File: config.mk
export PLATFORM = sky130hd
export DESIGN_NAME = glyph_blitter
export DESIGN_NICKNAME = d
export VERILOG_FILES = /design/src/rtl/glyph_pkg.sv /design/src/rtl/glyph_raster_ctr.sv /design/src/rtl/glyph_blitter.sv
export SDC_FILE = /design/constraint.sdc
export NUM_CORES = 2
export LEC_CHECK = 0
export ABC_AREA = 1
export BUFFER_PORTS_ARGS = -buffer_cell sky130_fd_sc_hd__buf_4
export CORE_MARGIN = 4
export CORE_UTILIZATION = 30
export DETAILED_ROUTE_END_ITERATION = 10
export GPL_ROUTABILITY_DRIVEN = 0
export PLACE_DENSITY_LB_ADDON = 0.15
export SYNTH_ARGS = -nofsm -noshare
export SYNTH_HDL_FRONTEND = slang
export SYNTH_SLANG_ARGS = --single-unit
File: constraint.sdc
create_clock -name clk -period 9.45 [get_ports clk]
set_input_delay 1.89 -clock clk [delete_from_list [all_inputs] [get_ports clk]]
set_output_delay 1.89 -clock clk [all_outputs]
set_load 0.03 [all_outputs]
File: src/rtl/glyph_pkg.sv
// rtl/glyph_pkg.sv - shared glyph geometry, bitmap type and blitter state encoding
package glyph_pkg;

  localparam int GLYPH_W = 25;
  localparam int GLYPH_H = 25;
  localparam int CTR_W   = 5;

  // Row index first (row 0 = top); within a row index 24 is the leftmost pixel.
  typedef logic [GLYPH_H-1:0][0:GLYPH_W-1] glyph_t;

  typedef enum logic [1:0] {
    IDLE,
    DRAW,
    DONE
  } blit_state_e;

endpackage

File: src/rtl/glyph_raster_ctr.sv
// rtl/glyph_raster_ctr.sv - row-major row/col scan counter over one glyph cell
module glyph_raster_ctr
  import glyph_pkg::*;
(
  input  logic             i_clk,
  input  logic             i_reset,
  input  logic             i_clear,
  input  logic             i_advance,
  output logic [CTR_W-1:0] o_row_nxt,
  output logic [CTR_W-1:0] o_col_nxt,
  output logic             o_last
);

  logic [CTR_W-1:0] r_row;
  logic [CTR_W-1:0] r_col;
  logic             w_col_wrap;

  assign w_col_wrap = (r_col == CTR_W'(GLYPH_W - 1));
  assign o_col_nxt  = w_col_wrap ? '0 : r_col + 1'b1;
  assign o_row_nxt  = w_col_wrap ? r_row + 1'b1 : r_row;
  assign o_last     = w_col_wrap && (r_row == CTR_W'(GLYPH_H - 1));

  always_ff @(posedge i_clk) begin
    if (i_reset || i_clear) begin
      r_row <= '0;
      r_col <= '0;
    end else if (i_advance) begin
      r_row <= o_row_nxt;
      r_col <= o_col_nxt;
    end
  end

endmodule

File: src/rtl/glyph_blitter.sv
// rtl/glyph_blitter.sv - rasterises a 25x25 glyph into the frame buffer; GLYPH_TRANSPARENT_EN skips bg pixels
module glyph_blitter
  import glyph_pkg::*;
#(
  parameter int FB_W    = 640,
  parameter int FB_H    = 480,
  parameter int X_W     = 10,
  parameter int Y_W     = 9,
  parameter int COLOR_W = 12
) (
  input  logic               clk,
  input  logic               reset,
  input  logic               start,
  input  logic [X_W-1:0]     origin_x,
  input  logic [Y_W-1:0]     origin_y,
  input  glyph_t             glyph,
  input  logic [COLOR_W-1:0] fg_color,
  input  logic [COLOR_W-1:0] bg_color,
  output logic               busy,
  output logic               done,
  output logic               wr_valid,
  input  logic               wr_ready,
  output logic [X_W-1:0]     wr_x,
  output logic [Y_W-1:0]     wr_y,
  output logic [COLOR_W-1:0] wr_color
);

  blit_state_e        r_state;
  blit_state_e        w_state_nxt;
  glyph_t             r_glyph;
  logic [X_W-1:0]     r_ox;
  logic [Y_W-1:0]     r_oy;
  logic [COLOR_W-1:0] r_fg;
  logic               r_wr_valid;
  logic [X_W-1:0]     r_wr_x;
  logic [Y_W-1:0]     r_wr_y;
  logic [COLOR_W-1:0] r_wr_color;

  logic               w_start_acc;
  logic               w_resolve;
  logic               w_last;
  logic               w_load;
  logic               w_finish;
  logic [CTR_W-1:0]   w_row_nxt;
  logic [CTR_W-1:0]   w_col_nxt;
  logic [CTR_W-1:0]   w_ld_row;
  logic [CTR_W-1:0]   w_ld_col;
  glyph_t             w_src_glyph;
  logic [X_W-1:0]     w_src_ox;
  logic [Y_W-1:0]     w_src_oy;
  logic [COLOR_W-1:0] w_src_fg;
  logic               w_bit;
  logic [X_W:0]       w_x;
  logic [Y_W:0]       w_y;
  logic               w_in_fb;
  logic               w_pix_ok;
  logic [COLOR_W-1:0] w_pix_color;

  assign w_start_acc = (r_state == IDLE) && start;
  assign w_resolve   = (r_state == DRAW) && (!r_wr_valid || wr_ready);
  assign w_load      = w_start_acc || (w_resolve && !w_last);
  assign w_finish    = w_resolve && w_last;

  glyph_raster_ctr u_ctr (
    .i_clk     (clk),
    .i_reset   (reset),
    .i_clear   (w_start_acc),
    .i_advance (w_resolve && !w_last),
    .o_row_nxt (w_row_nxt),
    .o_col_nxt (w_col_nxt),
    .o_last    (w_last)
  );

  // Pixel (0,0) is built straight from the inputs so it is on the port the cycle after start.
  assign w_ld_row    = w_start_acc ? '0 : w_row_nxt;
  assign w_ld_col    = w_start_acc ? '0 : w_col_nxt;
  assign w_src_glyph = w_start_acc ? glyph    : r_glyph;
  assign w_src_ox    = w_start_acc ? origin_x : r_ox;
  assign w_src_oy    = w_start_acc ? origin_y : r_oy;
  assign w_src_fg    = w_start_acc ? fg_color : r_fg;

  assign w_bit   = w_src_glyph[w_ld_row][CTR_W'(GLYPH_W - 1) - w_ld_col];
  assign w_x     = {1'b0, w_src_ox} + (X_W + 1)'(w_ld_col);
  assign w_y     = {1'b0, w_src_oy} + (Y_W + 1)'(w_ld_row);
  assign w_in_fb = (w_x < (X_W + 1)'(FB_W)) && (w_y < (Y_W + 1)'(FB_H));

`ifdef GLYPH_TRANSPARENT_EN
  logic w_unused_bg;
  assign w_unused_bg = ^bg_color;
  assign w_pix_ok    = w_in_fb && !w_bit;
  assign w_pix_color = w_src_fg;
`else
  logic [COLOR_W-1:0] r_bg;
  logic [COLOR_W-1:0] w_src_bg;
  assign w_src_bg    = w_start_acc ? bg_color : r_bg;
  assign w_pix_ok    = w_in_fb;
  assign w_pix_color = w_bit ? w_src_bg : w_src_fg;

  always_ff @(posedge clk) begin
    if (reset) begin
      r_bg <= '0;
    end else if (w_start_acc) begin
      r_bg <= bg_color;
    end
  end
`endif

  always_ff @(posedge clk) begin
    if (reset) begin
      r_glyph <= '0;
      r_ox    <= '0;
      r_oy    <= '0;
      r_fg    <= '0;
    end else if (w_start_acc) begin
      r_glyph <= glyph;
      r_ox    <= origin_x;
      r_oy    <= origin_y;
      r_fg    <= fg_color;
    end
  end

  always_ff @(posedge clk) begin
    if (reset) begin
      r_state <= IDLE;
    end else begin
      r_state <= w_state_nxt;
    end
  end

  always_comb begin
    w_state_nxt = r_state;
    case (r_state)
      IDLE:    if (start) w_state_nxt = DRAW;
      DRAW:    if (w_finish) w_state_nxt = DONE;
      DONE:    w_state_nxt = IDLE;
      default: w_state_nxt = IDLE;
    endcase
  end

  // A stalled write keeps its registers untouched, so x/y/colour hold until accepted.
  always_ff @(posedge clk) begin
    if (reset) begin
      r_wr_valid <= 1'b0;
      r_wr_x     <= '0;
      r_wr_y     <= '0;
      r_wr_color <= '0;
    end else if (w_load) begin
      r_wr_valid <= w_pix_ok;
      r_wr_x     <= w_x[X_W-1:0];
      r_wr_y     <= w_y[Y_W-1:0];
      r_wr_color <= w_pix_color;
    end else if (w_finish) begin
      r_wr_valid <= 1'b0;
    end
  end

  assign busy     = (r_state != IDLE);
  assign done     = (r_state == DONE);
  assign wr_valid = r_wr_valid;
  assign wr_x     = r_wr_x;
  assign wr_y     = r_wr_y;
  assign wr_color = r_wr_color;

endmodule

# Word-level counts from Yosys, hierarchy flattened
# Cells that the tools add are included.
dict set report op_classes {
  mux 20
  eq_ne 6
  n_reduce_logical 15
  addsub 5
  magnitude_cmp 4
  bitwise_logic 1
}
# op count
set ops {}
lappend ops {{$mux W625} 1}
lappend ops {{$bmux W25 S5} 1}
lappend ops {{$mux W12} 3}
lappend ops {{$mux W25} 1}
lappend ops {{$mux W5} 4}
lappend ops {{$add A10 B5 Y11} 1}
lappend ops {{$lt A11 B10 Y1 const B} 1}
lappend ops {{$add A5 B1 Y5 const B} 2}
lappend ops {{$add A9 B5 Y10} 1}
lappend ops {{$eq A5 B5 Y1 const B} 2}
lappend ops {{$lt A10 B9 Y1 const B} 1}
lappend ops {{$mux W10} 1}
lappend ops {{$mux W9} 1}
lappend ops {{$ge A6 B6 Y1 const B} 1}
lappend ops {{$logic_and A1 B1 Y1} 6}
lappend ops {{$lt A5 B6 Y1 const B} 1}
lappend ops {{$not A5 Y6} 1}
lappend ops {{$bmux W1 S5} 1}
lappend ops {{$sub A5 B5 Y5 const A} 1}
lappend ops {{$mux W1} 4}
lappend ops {{$mux W2} 2}
lappend ops {{$ne A2 B2 Y1 const B} 2}
lappend ops {{$pmux W2 S2} 1}
lappend ops {{$reduce_bool A2 Y1} 2}
lappend ops {{other kinds (6)} 9}
dict set report word_totals {
  elab_cells 87
  out_inout_bits 34
  regBits 712
  input_bits 672
}

# Logic depth before layout (Yosys ltp)
dict set report logic_depth {
  word_depth 9
  mapped_depth 29
  mapped_depth_nobuf 27
}

# Hierarchy
# Synthesis repeated with hierarchy kept, for this count alone.
dict set report hier_totals {
  hier_cells 5415
  hier_area_um2 34728.3
}
# module area_per_inst_um2 cells_each instances
set by_module_without_submodules {}
lappend by_module_without_submodules {glyph_blitter 34086.4 5315 1}
lappend by_module_without_submodules {glyph_raster_ctr 641.9 100 1}

# Worst setup path before layout
# Ideal clock, no wire load.
dict set report synth_timing {
  path_kind {input port to flip-flop}
  start {input port start}
  end {register r_wr_valid, in the netlist wr_valid}
  path_slack_ps 4262
  arrival_ps 5123
  stages 22
  required_ps 9385
  path_buffers 7
  setup_time_ps 65
  path_cell_list {nand2_4 buf_6 buf_4 buf_2 buf_4 buf_2 clkbuf_1 clkbuf_1 o21ai_0 inv_1 ha_1 fa_1 nand3_1 a21oi_1 o21bai_1 nor2_1 nand2_1 xor2_1 nand2_1 a221oi_1 a32oi_1 nor2_1}
}
dict set report synth_between {
  elab_chain_len 6
  word_cells_on_any_way 13
}
# item line_no
set synth_rtl {}
lappend synth_rtl {{from (decl)} glyph_blitter.sv:13} ;# input logic start,
lappend synth_rtl {{$logic_and A1 B1 Y1} glyph_blitter.sv:59} ;# assign w_start_acc = (r_state == IDLE) && start;
lappend synth_rtl {{$mux W10} -}
lappend synth_rtl {{net w_src_ox[0]} glyph_blitter.sv:49} ;# logic [X_W-1:0] w_src_ox;
lappend synth_rtl {{$add A10 B5 Y11} glyph_blitter.sv:83} ;# assign w_x = {1'b0, w_src_ox} + (X_W + 1)'(w_ld_col);
lappend synth_rtl {{$lt A11 B10 Y1} glyph_blitter.sv:85} ;# assign w_in_fb = (w_x < (X_W + 1)'(FB_W)) && (w_y < (Y_W + 1)'(FB_H));
lappend synth_rtl {{$logic_and A1 B1 Y1} glyph_blitter.sv:85}
lappend synth_rtl {{$mux W1} glyph_blitter.sv:147} ;# end else if (w_load) begin
lappend synth_rtl {{to (signal assigned)} glyph_blitter.sv:148} ;# r_wr_valid <= w_pix_ok;
lappend synth_rtl {{to (decl)} glyph_blitter.sv:34} ;# logic r_wr_valid;
# The timed path passes the listed nets, and every way through them passes these cells.
# A chain may end at the register's enable or synchronous reset.

# Final worst setup path
dict set report layout_timing {
  start {input port start}
  end {register r_wr_color[5], in the netlist wr_color[5]}
}
dict set report layout_between {
  elab_chain_len 8
  word_cells_on_any_way 15
}
# item line_no
set layout_rtl {}
lappend layout_rtl {{$logic_and A1 B1 Y1 (*)} glyph_blitter.sv:59}
lappend layout_rtl {{$mux W625, or another cell as far along} -}
lappend layout_rtl {{$bmux W25 S5 / $sub A5 B5 Y5 (equally long branches)} glyph_blitter.sv:82} ;# assign w_bit = w_src_glyph[w_ld_row][CTR_W'(GLYPH_W - 1) - w_ld_col];
lappend layout_rtl {{$mux W25 (not written as such) / $not A5 Y6 (equally long branches)} glyph_blitter.sv:82}
lappend layout_rtl {{$bmux W1 S5} glyph_blitter.sv:82}
lappend layout_rtl {{$mux W1 (not written as such) (2 in series)} glyph_blitter.sv:82}
lappend layout_rtl {{$mux W12} glyph_blitter.sv:97} ;# assign w_pix_color = w_bit ? w_src_bg : w_src_fg;
lappend layout_rtl {{to (signal assigned)} glyph_blitter.sv:151} ;# r_wr_color <= w_pix_color;
lappend layout_rtl {{to (decl)} glyph_blitter.sv:37} ;# logic [COLOR_W-1:0] r_wr_color;
# Every way passes the cells marked *; elsewhere a longest branch is shown, timed or not. The select of a mux whose other input is x is not followed.

==> impl_metrics.csv <==
group,metric,value,unit
status,status,"finished, final reports clean",
pwr,switching_share,30.3,%
critical_path,crit_path_start_kind,"primary input",
critical_path,r2r_setup_slack,3.75,ns
clocking,ctsHoldBuffers,0,
sta,max_freq,159,MHz
grt,grt_util_met3,6.72,%
critical_path,max_stage_delay,0.81,ns
grt,grt_pass1_vias,32200,
pwr,pwr-share-clk,41.3,%
route,routedWlPerCell,22.3,um
route,wl,157000,um
yosys,synth.most_common_cell,"nand2_1",
critical_path,r2r_start,"r_state[1]",
sta,finalClockSkew,0.0327,ns
route,route.detailed.drc,0,
clocking,cts.path.max_buffers,3,
pwr,powerDensity,199,mW/mm2
critical_path,critical_path_class,"in2reg",
final_layout,final_util,38.1,%
floorplanning,start_util,30.2,%
sta,finalSetupViolCount,0,
yosys,netlist.area_leader.share,41.9,%
route,first_pass_iters,6,
floorplanning,die_w,345,um
yosys,synth-edff-count,0,
yosys,yosys_most_used_dff,"dfxtp_1",
floorplanning,io_pins,706,
yosys,netlist_area,0.0340,mm2
clocking,cts_setup_buffers,0,
clocking,insertion_delay,0.68,ns
grt,met2_usage,39.6,%
floorplanning,core_region_area,0.112,mm2
route,ant_nets,0,
yosys,synth_nets,5686,
yosys,yosysTopAreaCell,"dfxtp_1",
sta,maxSlewHeadroom,27.7,%
clocking,cts_tree,"done",
grt,busiest_layer,"met2",
yosys,postSynthCellCount,4997,
yosys,synth_common_cells,"nand2_1, nand3_1, dfxtp_1",
pwr,pwr-share-seq,38.8,%
sta,rsz0062_at_grt,"false",
yosys,syn_avg_cell_area,6.81,um2
sta,finalCriticalPeriod,6.30,ns
sta,timing.setup.tns,0,ns
critical_path,critPathArrivalTime,6.91,ns
sta,finalHoldViolations,0,
clocking,cts_max_level,3,
floorplanning,dieArea,0.119,mm2
sta,worst_slew_pin_slew,1.08,ns
route,dr.first_iter.drc_count,3249,
yosys,ys_warn_count,0,
pwr,internal-power,5960,uW
sta,maxSlewViolCount,0,
grt,grt_pass1_wl,222000,um
final_layout,syn_to_final_growth,26.1,%
critical_path,crit_path_frequent_cell,"nand3_1",
sta,finalCritPeriodShare,66.7,%
yosys,yosysUniqueCellTypes,42,
clocking,cts.repair.resized,0,
grt,antenna_found_initial,42,
final_layout,drive_gt1_share,18.3,%
critical_path,crit_buf_inv,4,
critical_path,slowest_stage,"inv_6",
route,viasPerCell,4.91,
route,num_vias,34600,
critical_path,worstPathMaxFanout,94,
yosys,synth-seq-cells,712,
clocking,cts_sinks,712,
clocking,cts-root-buf,"clkbuf_16",
final_layout,nNetsFinal,6138,
pwr,combPwrFrac,19.9,%
placed_design,io_buffers,705,
clocking,path_clk_slew,0.06,ns
grt,grt_util_met1,34.2,%
critical_path,startpoint,"start",
yosys,ys_top_cells_by_area,"dfxtp_1, nand2_1, nand3_1",
yosys,synth.yosys.seq_area_share,41.9,%
floorplanning,die_h,345,um
grt,track_usage,25.1,%
hold_path,worstHoldStart,"r_glyph[499]",
critical_path,cp_cell_sequence,"buf_4 > nand2_8 > nand3_4 > inv_6 > buf_4 > nand3_1 > nand3_1 > nand2_1 > nand2_1 > nand2_1 > nand3_1 > nand3_1 > nand3_1 > nand3_2 > nand2_2 > nand2_1 > nand3_1 > nand2_1 > inv_1",
job,cap_violations,0,
grt,grt_max_degree,226,
pwr,switching_power,2590,uW
pwr,irDropWorstVdd,0.000118,V
critical_path,worstPathRequired,10.06,ns
placed_design,hpwl,111000,um
critical_path,critPathTopFamily,"simple AND/OR/NAND/NOR gates",
grt,gr-total-overflow,0,
hold_path,worstHoldPathType,"reg2reg",
pwr,p_leak,0.0198,uW
floorplanning,num_rows,123,
yosys,synthArstFlopShare,0,%
clocking,cts_buffers,87,
critical_path,cp-end-kind,"flip-flop",
[logic make-up after synthesis]
logic type / after synthesis / synth area share, %
mux: 15 / 0.441
fa+ha+maj: 17 / 0.669
simple gates: 2563 / 32.7
compound gates: 789 / 13.1
flops: 712 / 41.9
xor+xnor: 17 / 0.438
buf+inv: 884 / 10.8
[worst min-delay path, cell delays in order, from the launching register on]
cell	delay, ns
dfxtp_1	0.32
nand2_1	0.05
nand2_1	0.04
[final timing paths]
check | depth (start not counted) | endpoint
setup / recovery | 19 | wr_color[5]
hold / removal | 2 | r_glyph[499]
hold reg to reg | 2 | r_glyph[499]
setup reg to reg | 19 | wr_color[5]
[cell type report]
cell class	instances	area, um2
Fill cell	12200	69600
Multi-Input combinational cell	3401	16200
Sequential cell	712	14300
Timing Repair Buffer	746	5670
Clock buffer	133	2630
Inverter	501	1900
Tap cell	1500	1880
Clock inverter	25	372
Antenna cell	15	37.5
[cell usage in the layout, fill, tap and decap left out, types with 91 or more instances in the layout]
cell,synthesis,layout
nand2_1,1020,1017
buf_4,22,740
nand3_1,731,731
dfxtp_1,712,712
nor2_1,594,592
inv_1,489,488
o21ai_0,273,273
a211oi_1,165,165
a21oi_1,165,165
o21ai_1,156,156
or2_2,91,91
[power by group through the flow]
stage / sequential (uW) / clock (uW) / combinational (uW)
final: 3320 / 3540 / 1700
after global routing: 3340 / 3730 / 1880
after CTS: 3320 / 3620 / 1710
after detailed placement: 3380 / 0 / 1700
after global placement: 3380 / 0 / 1690
after floorplan: 3400 / 0 / 988
[state kept, by name (all words and copies together) (netlist names)]
register,flops
r_bg,12
r_glyph,625
wr_y,9
wr_color,12
r_oy,9
u_ctr.r_row,5
wr_valid,1
u_ctr.r_col,5
r_state,2
wr_x,10
r_fg,12
r_ox,10
[metrics by stage]
step	power [uW]	area (um2)	hold WS [ns]	std cells	setup slack, ns
finish	8560	42900	0.448	7033	3.15
global route	8950	42900	0.474	7021	2.68
CTS	8650	42900	0.450	7018	3.09
detailed placement	5080	39900	0.435	6860	2.40
global placement	5070	39900	0.430	6860	2.41
floorplan	4390	34000	0.414	4997	4.26
[metal layers]
metal | vias up | routed length (um)
met5 | - | 273
met2 | 1197 | 70300
met4 | 40 | 3610
met3 | 202 | 13500
met1 | 16100 | 68900
li1 | 17000 | -
(Power assumes the default switching activity.)
